**config.mk**
```make
export PLATFORM = sky130hd
export DESIGN_NAME = uart_rx_ctrl_flat
export DESIGN_NICKNAME = d
export VERILOG_FILES = /design/src/rtl/uart_rx_ctrl_if.sv /design/src/rtl/uart_rx_ctrl.sv /design/src/flat_wrapper.sv
export SDC_FILE = /design/constraint.sdc
export NUM_CORES = 1
export LEC_CHECK = 0
export BUFFER_PORTS_ARGS = -buffer_cell sky130_fd_sc_hd__buf_2
export CAP_MARGIN = 20
export CORE_ASPECT_RATIO = 1.2
export CORE_MARGIN = 2
export CORE_UTILIZATION = 45
export DETAILED_ROUTE_END_ITERATION = 8
export PLACE_DENSITY = 0.62
export SLEW_MARGIN = 20
export SYNTH_ARGS = -nofsm -noshare
export SYNTH_HDL_FRONTEND = slang
export SYNTH_SLANG_ARGS = --single-unit
```
**constraint.sdc**
```tcl
create_clock -name clk -period 2.75 [get_ports clk]
set_input_delay 0.55 -clock clk [delete_from_list [all_inputs] [get_ports clk]]
set_output_delay 0.55 -clock clk [all_outputs]
set_load 0.02 [all_outputs]
```
**src/rtl/uart_rx_ctrl_if.sv**
```systemverilog
// uart_rx_ctrl_if: deserializer-side bundle of the UART RX controller.
//   sampled_bit  majority-voted value of the current bit
//   deser_en     one-cycle shift strobe per data bit
//   data_valid   one-cycle pulse when a frame is accepted
//   par_err      parity mismatch on the last frame (level)
//   stp_err      stop bit sampled low on the last frame (level)
// master: driven by the controller; slave: seen by the deserializer.
interface uart_rx_ctrl_if;
   logic sampled_bit, deser_en, data_valid, par_err, stp_err;
   modport master(output sampled_bit, deser_en, data_valid, par_err, stp_err);
   modport slave(input sampled_bit, deser_en, data_valid, par_err, stp_err);
endinterface

```
**src/rtl/uart_rx_ctrl.sv**
```systemverilog
// uart_rx_ctrl: oversampling UART receive controller feeding an 8-bit deserializer.
//   clk       oversampling clock (prescale x baud)
//   rst_n     asynchronous active-low reset
//   rx_in     serial line, idle high, pre-synchronised
//   prescale  clk cycles per bit (8/16/32, below 8 acts as 8), latched at frame start
//   par_en    parity bit follows the data, latched at frame start
//   par_typ   0 even / 1 odd, latched at frame start
//   deser     master side of uart_rx_ctrl_if (sampled_bit, deser_en, data_valid, par_err, stp_err)
module uart_rx_ctrl #(parameter int PRESCALE_W = 6) (
   input  logic                  clk,
   input  logic                  rst_n,
   input  logic                  rx_in,
   input  logic [PRESCALE_W-1:0] prescale,
   input  logic                  par_en,
   input  logic                  par_typ,
   uart_rx_ctrl_if.master        deser
);
   typedef enum logic [2:0] {IDLE, START, DATA, PARITY, STOP} state_t;
   state_t state;
   logic [PRESCALE_W-1:0] p, m, edge_cnt;
   logic [2:0] bit_cnt;
   logic par_en_l, par_typ_l, s_lo, s_mid, par_acc, vote, tick, bit_end;
   assign m = p >> 1;
   // third sample is taken straight from the line so the vote lands one cycle earlier
   assign vote = (s_lo & s_mid) | (s_lo & rx_in) | (s_mid & rx_in);
   // decision edge: registered results become visible while edge_cnt == M+2
   assign tick = edge_cnt == m + PRESCALE_W'(1);
   assign bit_end = edge_cnt == p - PRESCALE_W'(1);
   always_ff @(posedge clk or negedge rst_n)
      if (!rst_n) begin
         state <= IDLE;
         p <= '0;
         edge_cnt <= '0;
         bit_cnt <= '0;
         par_en_l <= 1'b0;
         par_typ_l <= 1'b0;
         s_lo <= 1'b0;
         s_mid <= 1'b0;
         par_acc <= 1'b0;
         deser.sampled_bit <= 1'b0;
         deser.deser_en <= 1'b0;
         deser.data_valid <= 1'b0;
         deser.par_err <= 1'b0;
         deser.stp_err <= 1'b0;
      end else begin
         deser.deser_en <= 1'b0;
         deser.data_valid <= 1'b0;
         if (state != IDLE) begin
            edge_cnt <= bit_end ? '0 : edge_cnt + PRESCALE_W'(1);
            if (edge_cnt == m - PRESCALE_W'(1)) s_lo <= rx_in;
            if (edge_cnt == m) s_mid <= rx_in;
            if (tick) deser.sampled_bit <= vote;
         end
         case (state)
            IDLE:
               if (!rx_in) begin
                  // the detecting cycle counts as edge 0
                  state <= START;
                  edge_cnt <= PRESCALE_W'(1);
                  p <= prescale < PRESCALE_W'(8) ? PRESCALE_W'(8) : prescale;
                  par_en_l <= par_en;
                  par_typ_l <= par_typ;
                  par_acc <= 1'b0;
                  deser.par_err <= 1'b0;
                  deser.stp_err <= 1'b0;
               end
            START:
               if (bit_end) begin
                  state <= deser.sampled_bit ? IDLE : DATA;
                  bit_cnt <= '0;
               end
            DATA: begin
               if (tick) begin
                  deser.deser_en <= 1'b1;
                  par_acc <= par_acc ^ vote;
               end
               if (bit_end) begin
                  bit_cnt <= bit_cnt + 3'd1;
                  if (bit_cnt == 3'd7) state <= par_en_l ? PARITY : STOP;
               end
            end
            PARITY: begin
               if (tick) deser.par_err <= (par_acc ^ vote) != par_typ_l;
               if (bit_end) state <= STOP;
            end
            STOP: begin
               if (tick) begin
                  deser.stp_err <= ~vote;
                  deser.data_valid <= vote & ~deser.par_err;
               end
               // leave half a bit early so a back-to-back start edge is caught
               if (edge_cnt == m + PRESCALE_W'(2)) begin
                  state <= IDLE;
                  edge_cnt <= '0;
               end
            end
            default: state <= IDLE;
         endcase
      end
endmodule

```
**src/flat_wrapper.sv**
```systemverilog
// flat-port wrapper written by rule: the top's interface ports become plain ports
module uart_rx_ctrl_flat 
#(parameter int PRESCALE_W = 6)
  (clk, rst_n, rx_in, prescale, par_en, par_typ, deser_sampled_bit, deser_deser_en, deser_data_valid, deser_par_err, deser_stp_err);
  uart_rx_ctrl_if deser_i ();
  input  logic clk;
  input  logic rst_n;
  input  logic rx_in;
  input  logic [PRESCALE_W-1:0] prescale;
  input  logic par_en;
  input  logic par_typ;
  output wire logic [$bits(deser_i.sampled_bit)-1:0] deser_sampled_bit;
  output wire logic [$bits(deser_i.deser_en)-1:0] deser_deser_en;
  output wire logic [$bits(deser_i.data_valid)-1:0] deser_data_valid;
  output wire logic [$bits(deser_i.par_err)-1:0] deser_par_err;
  output wire logic [$bits(deser_i.stp_err)-1:0] deser_stp_err;
  assign deser_sampled_bit = deser_i.sampled_bit;
  assign deser_deser_en = deser_i.deser_en;
  assign deser_data_valid = deser_i.data_valid;
  assign deser_par_err = deser_i.par_err;
  assign deser_stp_err = deser_i.stp_err;
  uart_rx_ctrl #(.PRESCALE_W(PRESCALE_W)) u_core (.clk(clk), .rst_n(rst_n), .rx_in(rx_in), .prescale(prescale), .par_en(par_en), .par_typ(par_typ), .deser(deser_i));
endmodule
```
==> results by group, run 1 <==
Global route
  • Total gr overflow: 0
  • First-pass GRT wire length: 7.42 mm
  • Combined global-route utilization of all metal layers: 0.194
  • Vias in the first global route: 1,580
  • Number of antenna violations at the first check in global routing: 0
  • Largest net degree at the start of global routing: 29

Die
  • Number of placement rows: 26
  • Die Y: 75.9 um
  • Core footprint: 4200 um^2
  • Initial core utilization: 0.462
  • Die area: 4860 um^2
  • Horiz. Die Dim: 63.9 um
  • Ports: 16

Synth
  • Post-synthesis instance total: 217
  • Proportion of synthesized chip area in sequential cells: 0.361
  • Most common flop cell mapped by yosys: sky130_fd_sc_hd__dfrtp_1
  • Average cell area after synthesis: 8.94 um^2
  • Synth Net Count: 238
  • Post-synth EDFFs: 0
  • Syn Std Cell Area: 1940 um^2
  • Async SR Flop Fraction: 1.00
  • Warning count from the yosys run: 0
  • Library cells used by synthesis: 43
  • Number of register bits inferred by synthesis: 28

Worst setup path
  • Endpoint of the worst-slack reg-to-reg timing path: u_core.state[1]
  • Worst setup path class: reg2reg
  • CP startpoint: u_core.p[2]
  • Startpoint kind of the worst setup timing path: flop
  • Required @ worst endpoint: 2.96 ns
  • WP data arrival: 2.58 ns
  • Worst-path maximum fanout: 7
  • Depth of the worst register-to-register path: 8
  • Worst setup endpoint: u_core.state[1]
  • Worst setup slack for register-to-register paths: roughly 0.38 ns
  • Critical path endpoint category: flop
  • R2r startpoint: u_core.p[2]

CTS
  • Number of clock buffers inserted by TritonCTS: 3
  • Post-cts gate resize count: 0
  • Maximum number of buffers from clock root to sink: 2
  • Clock latency on the worst-skew pair: ~0.28 ns
  • Clock Root Buffer: sky130_fd_sc_hd__clkbuf_8
  • CTS clock-pin slew for the worst setup and hold paths: 0.10 ns
  • Clock sink count: 28
  • Max H-tree Level: 1
  • CTS tree: built

Timing
  • Setup Total Neg Slack: 0 ns
  • Tcrit/Tclk final: 0.863
  • Total setup violations reported at the end of the flow: 0
  • Worst Max-Slew Pin Slew: 0.631 ns
  • Setup repair after global routing missed its margin: false
  • Final count of hold timing violations: 0
  • Post-Route Hold Slack: 0.279 ns
  • Number of pins with negative max-slew slack in the final report: 0
  • Setup ws final: about 0.38 ns
  • Setup skew after layout: about 0.0031 ns
  • Worst slew slack as a fraction of its limit: 0.580
  • Maximum operating frequency: 0.421 GHz
  • Clock period minus worst slack: roughly 2.4 ns

Min path
  • Min-Delay Path Class: in2async

Route
  • First drt pass iteration count: 4
  • Vias/cell: 5.35
  • Drt drc: 0
  • Detailed-route via count: 1,562
  • Remaining number of nets flagged by the antenna check after routing: 0
  • Detailed router's first-iteration violation count: 71
  • Wire per inst: 14.7 um
  • Total detailed-routing wirelength: 4.28 mm

Final layout
  • Layout Nets: between 200 and 300
  • Fraction of final layout cells with drive strength greater than 1: 0.169
  • Ant diodes: 0
  • Area added between synthesis and finish: 11.4%
  • Final std cells w/o fill: 292

Job
  • Max-capacitance violation count: 0

Place
  • Worst setup slack after placement: 0.297 ns
  • Weighted congestion at the end of routability-driven global placement: 0.885
  • IO buf count: 15
  • Cells after DPL: 285
  • Detailed-placement wirelength estimate: 3.21 mm

Power
  • Pwr dens: 1190 nW/um^2
  • Worst vdd rail ir drop: 0.000455 V
  • Reported leakage power: 0.953 nW

Outcome
  • Result of the run: finished clean
## cells in the final DEF, fill, tap and decap left out, types with 5 or more instances in the layout
cell type                 Yosys  layout
sky130_fd_sc_hd__buf_2        2      15
sky130_fd_sc_hd__dfrtp_1     28      28
sky130_fd_sc_hd__nand3_1     14      14
sky130_fd_sc_hd__buf_4        0      10
sky130_fd_sc_hd__xor2_1       7       7
sky130_fd_sc_hd__nand4_1      6       6
sky130_fd_sc_hd__nor2_1      14      14
sky130_fd_sc_hd__nand2_1     22      22
sky130_fd_sc_hd__inv_1       11      11
sky130_fd_sc_hd__ha_1        10      10
sky130_fd_sc_hd__xnor2_1     19      19
sky130_fd_sc_hd__a21oi_1      8       8
sky130_fd_sc_hd__mux2_2       5       5
sky130_fd_sc_hd__o21ai_0     19      19
## timing repair
item	4_1_cts	5_1_grt
setup buffers	0	3
hold buffers	0	0
hold endpoints to repair	0	0
endpoints found under the setup margin	0	4
## stage by stage
step	power, W	area, um^2	util
after floorplan	0.00191	1940	-
after global placement	0.00223	2070	0.493
after detailed placement	0.00223	2070	0.493
after CTS	0.00257	2140	0.510
after global routing	0.00281	2160	0.515
final	0.00256	2160	0.515
## worst min-delay path by stage
stage / from / slack (ns) / to / depth (start not counted)
2_1_floorplan: rst_n / 0.25 / u_core.bit_cnt[0] / 0
3_3_place_gp: u_core.bit_cnt[1] / 0.50 / u_core.bit_cnt[1] / 1
3_5_place_dp: u_core.deser.stp_err / 0.50 / u_core.deser.stp_err / 1
4_1_cts: rst_n / 0.30 / u_core.state[1] / 1
5_1_grt: rst_n / 0.34 / u_core.deser.par_err / 1
6_report: rst_n / 0.28 / u_core.deser.deser_en / 1
## logic make-up (layout without fill, tap and decap cells)
family / Yosys count / in the layout / synth area share
and+or+nand+nor: 81 / 81 / 0.214
xor gates and xnor gates: 27 / 27 / 0.126
muxes: 5 / 5 / 0.0290
AOI/OAI and AO/OA: 44 / 44 / 0.143
adders and majority gates: 11 / 11 / 0.0696
buffers and inverters: 21 / 40 / 0.0574
DFF: 28 / 28 / 0.361
## cells in the mapped netlist (all sizes together), types with 3 or more instances
master / number / area share
ha: 10 / 0.064
nand3b: 3 / 0.012
xnor2: 19 / 0.086
dfrtp: 28 / 0.36
nand3: 14 / 0.036
xor2: 8 / 0.040
nand2: 22 / 0.043
clkbuf: 4 / 0.0077
nor2: 14 / 0.027
mux2: 5 / 0.029
o21ai: 19 / 0.049
nand4: 6 / 0.019
and3: 3 / 0.0097
a21oi: 8 / 0.021
buf: 6 / 0.028
o211ai: 3 / 0.012
inv: 11 / 0.021
nor3: 3 / 0.0077
## report_power, final
group | switching [W] | total [W] | internal, W
sequential | 0.000245 | 0.000816 | 0.000571
clock | 0.000130 | 0.000326 | 0.000195
combinational | 0.000753 | 0.00142 | 0.000668
total | 0.00113 | 0.00256 | 0.00143
## cell type report
cell class	count	area, um^2
Clock inverter	1	30.0
Timing Repair Buffer	25	150
Inverter	11	41.3
Clock buffer	3	41.3
Fill cell	413	2030
Multi-Input combinational cell	168	1130
Tap cell	56	70.1
Sequential cell	28	701
## sequential cells by signal, summed over array words and instances (netlist names)
signal,count
u_core.p,6
u_core.par_typ_l,1
u_core.deser.stp_err,1
u_core.bit_cnt,3
u_core.deser.par_err,1
u_core.par_en_l,1
u_core.edge_cnt,6
u_core.s_lo,1
u_core.state,3
u_core.s_mid,1
u_core.par_acc,1
u_core.deser.sampled_bit,1
u_core.deser.data_valid,1
u_core.deser.deser_en,1
## worst max-delay path, stage by stage (launching register included)
cell	delay [ns]
sky130_fd_sc_hd__dfrtp_1	0.47
sky130_fd_sc_hd__inv_1	0.17
sky130_fd_sc_hd__ha_1	0.26
sky130_fd_sc_hd__a21boi_0	0.30
sky130_fd_sc_hd__nand2_1	0.11
sky130_fd_sc_hd__xnor2_1	0.14
sky130_fd_sc_hd__nand4_1	0.24
sky130_fd_sc_hd__or4_1	0.46
sky130_fd_sc_hd__a21oi_1	0.15
## metal layers
metal	wire length, um	track usage	part of all wire	vias to the layer above
met3	97	0.0312	0.023	7
li1	-	-	-	800
met2	2250	0.326	0.52	14
met1	1840	0.244	0.43	741
met4	93	0.0804	0.022	0
met5	0	0	0	-
No activity file was read; power rests on OpenSTA's default activity.
==> run 2, diff against run 1 <==
--- a/config.mk
+++ b/config.mk
@@ -5,11 +5,13 @@
 export SDC_FILE = /design/constraint.sdc
 export NUM_CORES = 1
 export LEC_CHECK = 0
+export ABC_AREA = 1
 export BUFFER_PORTS_ARGS = -buffer_cell sky130_fd_sc_hd__buf_2
 export CAP_MARGIN = 20
 export CORE_ASPECT_RATIO = 1.2
 export CORE_MARGIN = 2
 export CORE_UTILIZATION = 45
+export CTS_CLUSTER_DIAMETER = 50
 export DETAILED_ROUTE_END_ITERATION = 8
 export PLACE_DENSITY = 0.62
 export SLEW_MARGIN = 20
==> run 2 against run 1 <==
Maximum frequency is 19% higher. Clock power is 2% higher. Via count is 19% higher. Die area is 5.7% higher. Non-clock buffer count decreased by 10. First-iteration DRC count up 110%. Critical endpoint unchanged. Hold slack gained 0.0011 ns. Global-route usage increased by 2.3 points. Cell count up 23%. Combinational power up 5%.
==> results by group, run 2 <==
Outcome
  • Result of the run: finished clean (unchanged)

Final layout
  • Post-layout instance area: 2260 um^2 (was 2160 um^2)
  • Most frequent standard cell in the layout excluding fill and tap cells: sky130_fd_sc_hd__nand2_1 (was sky130_fd_sc_hd__dfrtp_1)
  • Ant diodes: 0 (unchanged)
  • Sequential Area: 701 um^2 (unchanged)
  • Area added between synthesis and finish: 9.73% (was 11.4%)
  • Area occupied by multi-input gates: 1200 um^2 (was 1130 um^2)
  • Layout fillers: 439 (was 413)
  • Layout Nets: 326 (was 258)
  • Biggest registers after layout: u_core.edge_cnt (6), u_core.p (6) (unchanged)
  • Final core utilization: 0.522 (was 0.515)
  • Fraction of final layout cells with drive strength greater than 1: 0.168 (was 0.169)
  • Top library cells by usage in the layout, fill and taps aside: 92 x sky130_fd_sc_hd__nand2_1, 31 x sky130_fd_sc_hd__inv_1, 28 x sky130_fd_sc_hd__dfrtp_1 (was 28 x sky130_fd_sc_hd__dfrtp_1, 22 x sky130_fd_sc_hd__nand2_1, 19 x sky130_fd_sc_hd__xnor2_1, 19 x sky130_fd_sc_hd__o21ai_0, 15 x sky130_fd_sc_hd__buf_2)

Timing
  • Setup repair after global routing missed its margin: false (unchanged)
  • Worst slew slack as a fraction of its limit: 0.574 (was 0.580)
  • Worst Max-Slew Pin Slew: 0.639 ns (was 0.631 ns)
  • Setup skew after layout: 0.00945 ns (was 0.00313 ns)
  • Clock period minus worst slack: 1.99 ns (was 2.37 ns)
  • Final count of hold timing violations: 0 (unchanged)
  • Number of pins with negative max-slew slack in the final report: 0 (unchanged)
  • Tcrit/Tclk final: 0.724 (was 0.863)
  • Total setup violations reported at the end of the flow: 0 (unchanged)
  • Setup Total Neg Slack: 0 ns (unchanged)
  • Maximum operating frequency: 0.502 GHz (was 0.421 GHz)

Synth
  • Warning count from the yosys run: 0 (unchanged)
  • Fraction of synthesized cell area taken by the top area cell type: 0.341 (was 0.361)
  • Most frequent cell after synthesis: sky130_fd_sc_hd__nand2_1 (was sky130_fd_sc_hd__dfrtp_1)
  • Async SR Flop Fraction: 1.00 (unchanged)
  • Average cell area after synthesis: 7.17 um^2 (was 8.94 um^2)
  • Most common flop cell mapped by yosys: sky130_fd_sc_hd__dfrtp_1 (unchanged)
  • Post-synth EDFFs: 0 (unchanged)
  • Largest area contributor in the netlist: sky130_fd_sc_hd__dfrtp_1 (unchanged)
  • Commonest cells in the synthesized netlist: 92 x sky130_fd_sc_hd__nand2_1, 31 x sky130_fd_sc_hd__inv_1, 28 x sky130_fd_sc_hd__dfrtp_1 (was 28 x sky130_fd_sc_hd__dfrtp_1, 22 x sky130_fd_sc_hd__nand2_1, 19 x sky130_fd_sc_hd__o21ai_0, 19 x sky130_fd_sc_hd__xnor2_1)
  • Post-synthesis instance total: 287 (was 217)
  • Number of register bits inferred by synthesis: 28 (unchanged)
  • Proportion of synthesized chip area in sequential cells: 0.341 (was 0.361)
  • Library cells used by synthesis: 31 (was 43)
  • Synth Net Count: 308 (was 238)
  • Syn Std Cell Area: 2060 um^2 (was 1940 um^2)
  • Cell types occupying the most area after synthesis: sky130_fd_sc_hd__dfrtp_1 34%, sky130_fd_sc_hd__nand2_1 17%, sky130_fd_sc_hd__ha_1 6.1%, sky130_fd_sc_hd__inv_1 5.7%, sky130_fd_sc_hd__nand3_1 5.4% (was sky130_fd_sc_hd__dfrtp_1 36%, sky130_fd_sc_hd__xnor2_1 8.6%, sky130_fd_sc_hd__ha_1 6.4%, sky130_fd_sc_hd__o21ai_0 4.9%, sky130_fd_sc_hd__nand2_1 4.3%)

Global route
  • Total gr overflow: 0 (unchanged)
  • Vias in the first global route: 1,779 (was 1,580)
  • First-pass GRT wire length: 8.63 mm (was 7.42 mm)
  • Number of antenna violations at the first check in global routing: 0 (unchanged)
  • Combined global-route utilization of all metal layers: 0.218 (was 0.194)
  • Largest net degree at the start of global routing: 29 (unchanged)

Power
  • Sw Pwr: 0.00130 W (was 0.00113 W)
  • Worst vdd rail ir drop: 0.000510 V (was 0.000455 V)
  • Clock network fraction of design power: 0.130 (was 0.127)
  • Switching share of power: 0.510 (was 0.440)
  • Pwr dens: 1130 nW/um^2 (was 1190 nW/um^2)
  • Reported leakage power: 1.20 nW (was 0.953 nW)
  • Flop pwr share: 0.289 (was 0.319)
  • Design internal power: 0.00125 W (was 0.00143 W)
  • Logic pwr share: 0.582 (was 0.554)

CTS
  • Post-cts gate resize count: 0 (unchanged)
  • Max H-tree Level: 1 (unchanged)
  • CTS clock-pin slew for the worst setup and hold paths: 0.10 ns (about the same)
  • CTS tree: built (unchanged)
  • Number of clock buffers inserted by TritonCTS: 3 (unchanged)
  • Clock Root Buffer: sky130_fd_sc_hd__clkbuf_8 (unchanged)
  • Setup Buffers After CTS: 0 (unchanged)
  • Maximum number of buffers from clock root to sink: 2 (unchanged)
  • Clock latency on the worst-skew pair: 0.28 ns (about the same)
  • Hold buffers post-CTS: 0 (unchanged)
  • Clock sink count: 28 (unchanged)

Place
  • IO buf count: 15 (unchanged)
  • Cell area reported after detailed placement: 2190 um^2 (was 2070 um^2)
  • Detailed-placement wirelength estimate: 3.80 mm (was 3.21 mm)
  • Weighted congestion at the end of routability-driven global placement: 1.00 (was 0.885)

Die
  • Initial core utilization: 0.475 (was 0.462)
  • Core footprint: 4330 um^2 (was 4200 um^2)
  • Number of placement rows: 26 (unchanged)
  • Die Y: 78.1 um (was 75.9 um)
  • Horiz. Die Dim: 65.7 um (was 63.9 um)
  • Ports: 16 (unchanged)
  • Die area: 5130 um^2 (was 4860 um^2)

Route
  • Detailed router's first-iteration violation count: 149 (was 71)
  • Total detailed-routing wirelength: 4.88 mm (was 4.28 mm)
  • Drt drc: 0 (unchanged)
  • Vias/cell: 5.15 (was 5.35)
  • Detailed-route via count: 1,853 (was 1,562)
  • Remaining number of nets flagged by the antenna check after routing: 0 (unchanged)
  • Wire per inst: 13.5 um (was 14.7 um)
  • First drt pass iteration count: 4 (unchanged)

Job
  • Max-capacitance violation count: 0 (unchanged)

Worst setup path
  • CP startpoint: u_core.p[2] (unchanged)
  • Critical path endpoint category: flop (unchanged)
  • Required @ worst endpoint: 2.94 ns (was 2.96 ns)
  • Worst setup path class: reg2reg (unchanged)
  • R2r startpoint: u_core.p[2] (unchanged)
  • Startpoint kind of the worst setup timing path: flop (unchanged)
  • Worst-path maximum fanout: 8 (was 7)
  • Depth of the worst register-to-register path: 12 (was 8)
  • WP data arrival: 2.18 ns (was 2.58 ns)

Min path
  • Min-Delay Path Class: in2async (unchanged)
run 2: path summary, 6_finish.rpt:
check / end / slack, ns
max in group asynchronous: u_core.deser.deser_en / 2.06
worst max-delay path: u_core.state[1] / 0.76
min in group clk: u_core.par_typ_l / 0.47
worst max register to register: u_core.state[1] / 0.76
worst min-delay path: u_core.deser.sampled_bit / 0.28
worst min register to register: u_core.deser.data_valid / 0.48
run 2: layout make-up:
class	instances	share of cell area
Clock buffer	3	0.0183
Sequential cell	28	0.310
Timing Repair Buffer	15	0.0333
Multi-Input combinational cell	220	0.532
Tap cell	56	0.0310
Clock inverter	1	0.0133
Inverter	37	0.0615
run 2: power by group through the flow:
stage	Combinational (W)	Sequential, W	Clock (W)
after floorplan	0.00118	0.000695	0
after global placement	0.00147	0.000739	0
after detailed placement	0.00148	0.000741	0
after CTS	0.00149	0.000732	0.000336
after global routing	0.00172	0.000762	0.000353
final	0.00149	0.000737	0.000332
run 2: kinds of logic after synthesis:
kind of cell | synth area share
AO/OA/AOI/OAI | 0.0967
AND/OR/NAND/NOR | 0.375
adder cells (fa/ha/maj) | 0.0608
XOR/XNOR | 0.0511
buffers and inverters | 0.0754
flip-flops | 0.341
run 2: worst max-delay path, stage by stage, from the launching register on:
cell                      delay, ns
sky130_fd_sc_hd__dfrtp_1       0.51
sky130_fd_sc_hd__inv_1         0.19
sky130_fd_sc_hd__ha_1          0.21
sky130_fd_sc_hd__nand2_1       0.07
sky130_fd_sc_hd__inv_1         0.06
sky130_fd_sc_hd__nor2_1        0.12
sky130_fd_sc_hd__nor2_1        0.07
sky130_fd_sc_hd__nor2_2        0.19
sky130_fd_sc_hd__nand3_2       0.17
sky130_fd_sc_hd__nand2_2       0.14
sky130_fd_sc_hd__nand2_2       0.07
sky130_fd_sc_hd__nand2_1       0.06
sky130_fd_sc_hd__nand2_1       0.04
run 2: stage by stage:
stage | cells | total power (W) | worst slack (ns) | hold slack [ns]
global placement | 356 | 0.00220 | 0.778 | 0.462
finish | 360 | 0.00256 | 0.759 | 0.280
floorplan | 287 | 0.00188 | 1.09 | 0.254
detailed placement | 356 | 0.00222 | 0.783 | 0.467
CTS | 360 | 0.00255 | 0.776 | 0.301
global route | 360 | 0.00284 | 0.530 | 0.331
run 2: layer usage:
layer / GRT usage / vias to the layer above / share of wire
met5: 0 / - / 0
met2: 0.341 / 36 / 0.48
met3: 0.0172 / 11 / 0.021
li1: - / 949 / -
met4: 0.0729 / 0 / 0.023
met1: 0.316 / 857 / 0.47
==> run 3, diff against run 2 <==
--- a/config.mk
+++ b/config.mk
@@ -13,7 +13,7 @@
 export CORE_UTILIZATION = 45
 export CTS_CLUSTER_DIAMETER = 50
 export DETAILED_ROUTE_END_ITERATION = 8
-export PLACE_DENSITY = 0.62
+export PLACE_DENSITY = 0.64
 export SLEW_MARGIN = 20
 export SYNTH_ARGS = -nofsm -noshare
 export SYNTH_HDL_FRONTEND = slang
==> constraint.sdc (replaced) <==
create_clock -name clk -period 1.65 [get_ports clk]
set_input_delay 0.33 -clock clk [delete_from_list [all_inputs] [get_ports clk]]
set_output_delay 0.33 -clock clk [all_outputs]
set_load 0.02 [all_outputs]
==> run 3 against run 2 <==
Largest cell class unchanged. The run now ends with setup timing left. Maximum frequency up 15%. Core utilization up 9.6 points. Register-to-register slack worse by 0.84 ns. Critical endpoint is now u_core.s_lo. Sequential share of layout area down 4.8 points. Via count up 4.6%. Largest power group unchanged. Hold slack worse by 0.23 ns.
==> results by group, run 3 (synthesized netlist as in run 2, its figures left out) <==
Outcome
  • Result of the run: complete, but fails checks (was finished clean)
  • Violated checks: setup timing

Global route
  • Largest net degree at the start of global routing: 29 (unchanged)
  • Number of antenna violations at the first check in global routing: 0 (unchanged)
  • Combined global-route utilization of all metal layers: 0.221 (was 0.218)
  • Vias in the first global route: 1,869 (was 1,779)
  • Total gr overflow: 0 (unchanged)
  • First-pass GRT wire length: 8.70 mm (was 8.63 mm)

Power
  • Pwr dens: 1950 nW/um^2 (was 1130 nW/um^2)
  • Worst vdd rail ir drop: 0.000957 V (was 0.000510 V)
  • Reported leakage power: 1.37 nW (was 1.20 nW)
  • Power Total: 0.00522 W (was 0.00256 W)

Worst setup path
  • Depth of the worst register-to-register path: 10 (was 12)
  • Critical path endpoint category: flop (unchanged)
  • WP data arrival: 1.91 ns (was 2.18 ns)
  • Required @ worst endpoint: 1.82 ns (was 2.94 ns)
  • Worst-path maximum fanout: 4 (was 8)
  • Endpoint of the worst-slack reg-to-reg timing path: u_core.s_lo (was u_core.state[1])
  • Startpoint kind of the worst setup timing path: flop (unchanged)
  • Worst setup slack for register-to-register paths: -0.08 ns (was 0.76 ns)
  • R2r startpoint: u_core.p[1] (was u_core.p[2])
  • Worst setup path class: reg2reg (unchanged)

Final layout
  • Fraction of final layout cells with drive strength greater than 1: 0.332 (was 0.168)
  • Sequential Area: 702 um^2 (was 701 um^2)
  • Ant diodes: 0 (unchanged)
  • Layout fillers: 378 (was 439)
  • Top library cells by usage in the layout, fill and taps aside: 89 x sky130_fd_sc_hd__nand2_1, 28 x sky130_fd_sc_hd__buf_4, 27 x sky130_fd_sc_hd__inv_1, 27 x sky130_fd_sc_hd__dfrtp_1, 19 x sky130_fd_sc_hd__nand3_1 (was 92 x sky130_fd_sc_hd__nand2_1, 31 x sky130_fd_sc_hd__inv_1, 28 x sky130_fd_sc_hd__dfrtp_1)
  • Most frequent standard cell in the layout excluding fill and tap cells: sky130_fd_sc_hd__nand2_1 (unchanged)
  • Layout Nets: 356 (was 326)
  • Area added between synthesis and finish: 29.9% (was 9.73%)
  • Area occupied by multi-input gates: 1370 um^2 (was 1200 um^2)
  • Biggest registers after layout: u_core.edge_cnt (6), u_core.p (6) (unchanged)

Timing
  • Worst slew slack as a fraction of its limit: 0.588 (was 0.574)
  • Tcrit/Tclk final: 1.05 (was 0.724)
  • Maximum operating frequency: 0.577 GHz (was 0.502 GHz)
  • Post-Route Hold Slack: 0.0488 ns (was 0.280 ns)
  • Total setup violations reported at the end of the flow: 13 (was 0)
  • Setup skew after layout: 0.00316 ns (was 0.00945 ns)
  • Final count of hold timing violations: 0 (unchanged)
  • Setup Total Neg Slack: -0.501 ns (was 0 ns)
  • Setup repair after global routing missed its margin: true (was false)
  • Number of pins with negative max-slew slack in the final report: 0 (unchanged)
  • Setup ws final: -0.0827 ns (was 0.759 ns)
  • Clock period minus worst slack: 1.73 ns (was 1.99 ns)
  • Worst Max-Slew Pin Slew: 0.617 ns (was 0.639 ns)

Place
  • IO buf count: 15 (unchanged)
  • Weighted congestion at the end of routability-driven global placement: 0.893 (was 1.00)
  • Detailed-placement wirelength estimate: 4.02 mm (was 3.80 mm)

CTS
  • CTS clock-pin slew for the worst setup and hold paths: 0.10 ns (about the same)
  • Clock Root Buffer: sky130_fd_sc_hd__clkbuf_8 (unchanged)
  • Clock sink count: 28 (unchanged)
  • Hold buffers post-CTS: 0 (unchanged)
  • Maximum number of buffers from clock root to sink: 2 (unchanged)
  • CTS tree: built (unchanged)
  • Clock latency on the worst-skew pair: 0.28 ns (about the same)
  • Max H-tree Level: 1 (unchanged)
  • Number of clock buffers inserted by TritonCTS: 3 (unchanged)

Route
  • Detailed-route via count: 1,939 (was 1,853)
  • Total detailed-routing wirelength: 5.23 mm (was 4.88 mm)
  • Drt drc: 0 (unchanged)
  • First drt pass iteration count: 4 (unchanged)
  • Detailed router's first-iteration violation count: 69 (was 149)
  • Wire per inst: 13.4 um (was 13.5 um)
  • Remaining number of nets flagged by the antenna check after routing: 0 (unchanged)
  • Vias/cell: 4.97 (was 5.15)

Die
  • Horiz. Die Dim: 65.7 um (unchanged)
  • Core footprint: 4330 um^2 (unchanged)
  • Number of placement rows: 26 (unchanged)
  • Ports: 16 (unchanged)
  • Initial core utilization: 0.475 (unchanged)
  • Die area: 5130 um^2 (unchanged)
  • Die Y: 78.1 um (unchanged)

Job
  • Max-capacitance violation count: 0 (unchanged)

Min path
  • Min-Delay Path Class: in2async (unchanged)
==> run 3: cell types whose count changed in the layout (fill, tap and decap cells not counted), sizes merged <==
| cell | previous run | this run |
|---|---|---|
| buf | 15 | 45 |
| clkinv | 0 | 1 |
| inv | 37 | 36 |
==> run 3: repair_timing <==
action | CTS | global route
setup endpoints to repair | 18 | 19
setup buffers | 3 | 2
pin swaps | 9 | 11
hold endpoints to repair | 0 | 0
resized for setup | 29 | 14
==> run 3: cell type report <==
cell class | instances | share of cell area
clock buffers | 3 | 0.0154
clock inverters | 1 | 0.0112
inverters | 37 | 0.0538
multi-input cells | 220 | 0.512
flip-flops and latches | 28 | 0.263
well taps | 56 | 0.0262
repair buffers | 45 | 0.118
==> run 3: per-stage QoR <==
stage	utilization	instances	setup slack, ns	instance area [um^2]
floorplan	-	287	0.0229	2060
global placement	0.550	382	-0.0532	2380
detailed placement	0.550	382	-0.0811	2380
CTS	0.604	389	-0.0559	2610
global route	0.618	390	-0.184	2670
finish	0.618	390	-0.0827	2670
==> run 3: worst max-delay path by stage <==
stage / start / endpoint / slack, ns / cells after the start
2_1_floorplan: u_core.p[2] / u_core.state[1] / 0.02 / 10
3_3_place_gp: u_core.p[2] / u_core.edge_cnt[4] / -0.05 / 10
3_5_place_dp: u_core.p[2] / u_core.edge_cnt[5] / -0.08 / 10
4_1_cts: u_core.p[2] / u_core.state[0] / -0.06 / 10
5_1_grt: u_core.p[2] / u_core.state[0] / -0.18 / 10
6_report: u_core.p[1] / u_core.s_lo / -0.08 / 10
==> run 3: report_power, final <==
group	switching [W]	internal, W	total [W]
clock network	0.000227	0.000326	0.000553
logic	0.00207	0.00143	0.00350
registers	0.000258	0.000914	0.00117
==> run 3: worst max-delay path, stage by stage, from the launching register on <==
cell and delay [ns]:
sky130_fd_sc_hd__dfrtp_1 0.40, sky130_fd_sc_hd__inv_2 0.08, sky130_fd_sc_hd__buf_12 0.11, sky130_fd_sc_hd__ha_2 0.20
sky130_fd_sc_hd__nand3_2 0.11, sky130_fd_sc_hd__buf_4 0.15, sky130_fd_sc_hd__xnor2_1 0.11, sky130_fd_sc_hd__nor2_1 0.14
sky130_fd_sc_hd__nand3_1 0.16, sky130_fd_sc_hd__nand2_1 0.08, sky130_fd_sc_hd__o21ai_0 0.08
==> run 3: per-layer routing <==
metal,share of wire,up-vias,global-route usage
met2,0.50,36,0.373
met3,0.022,9,0.0186
li1,-,1008,-
met1,0.45,886,0.295
met5,0,-,0
met4,0.024,0,0.0771
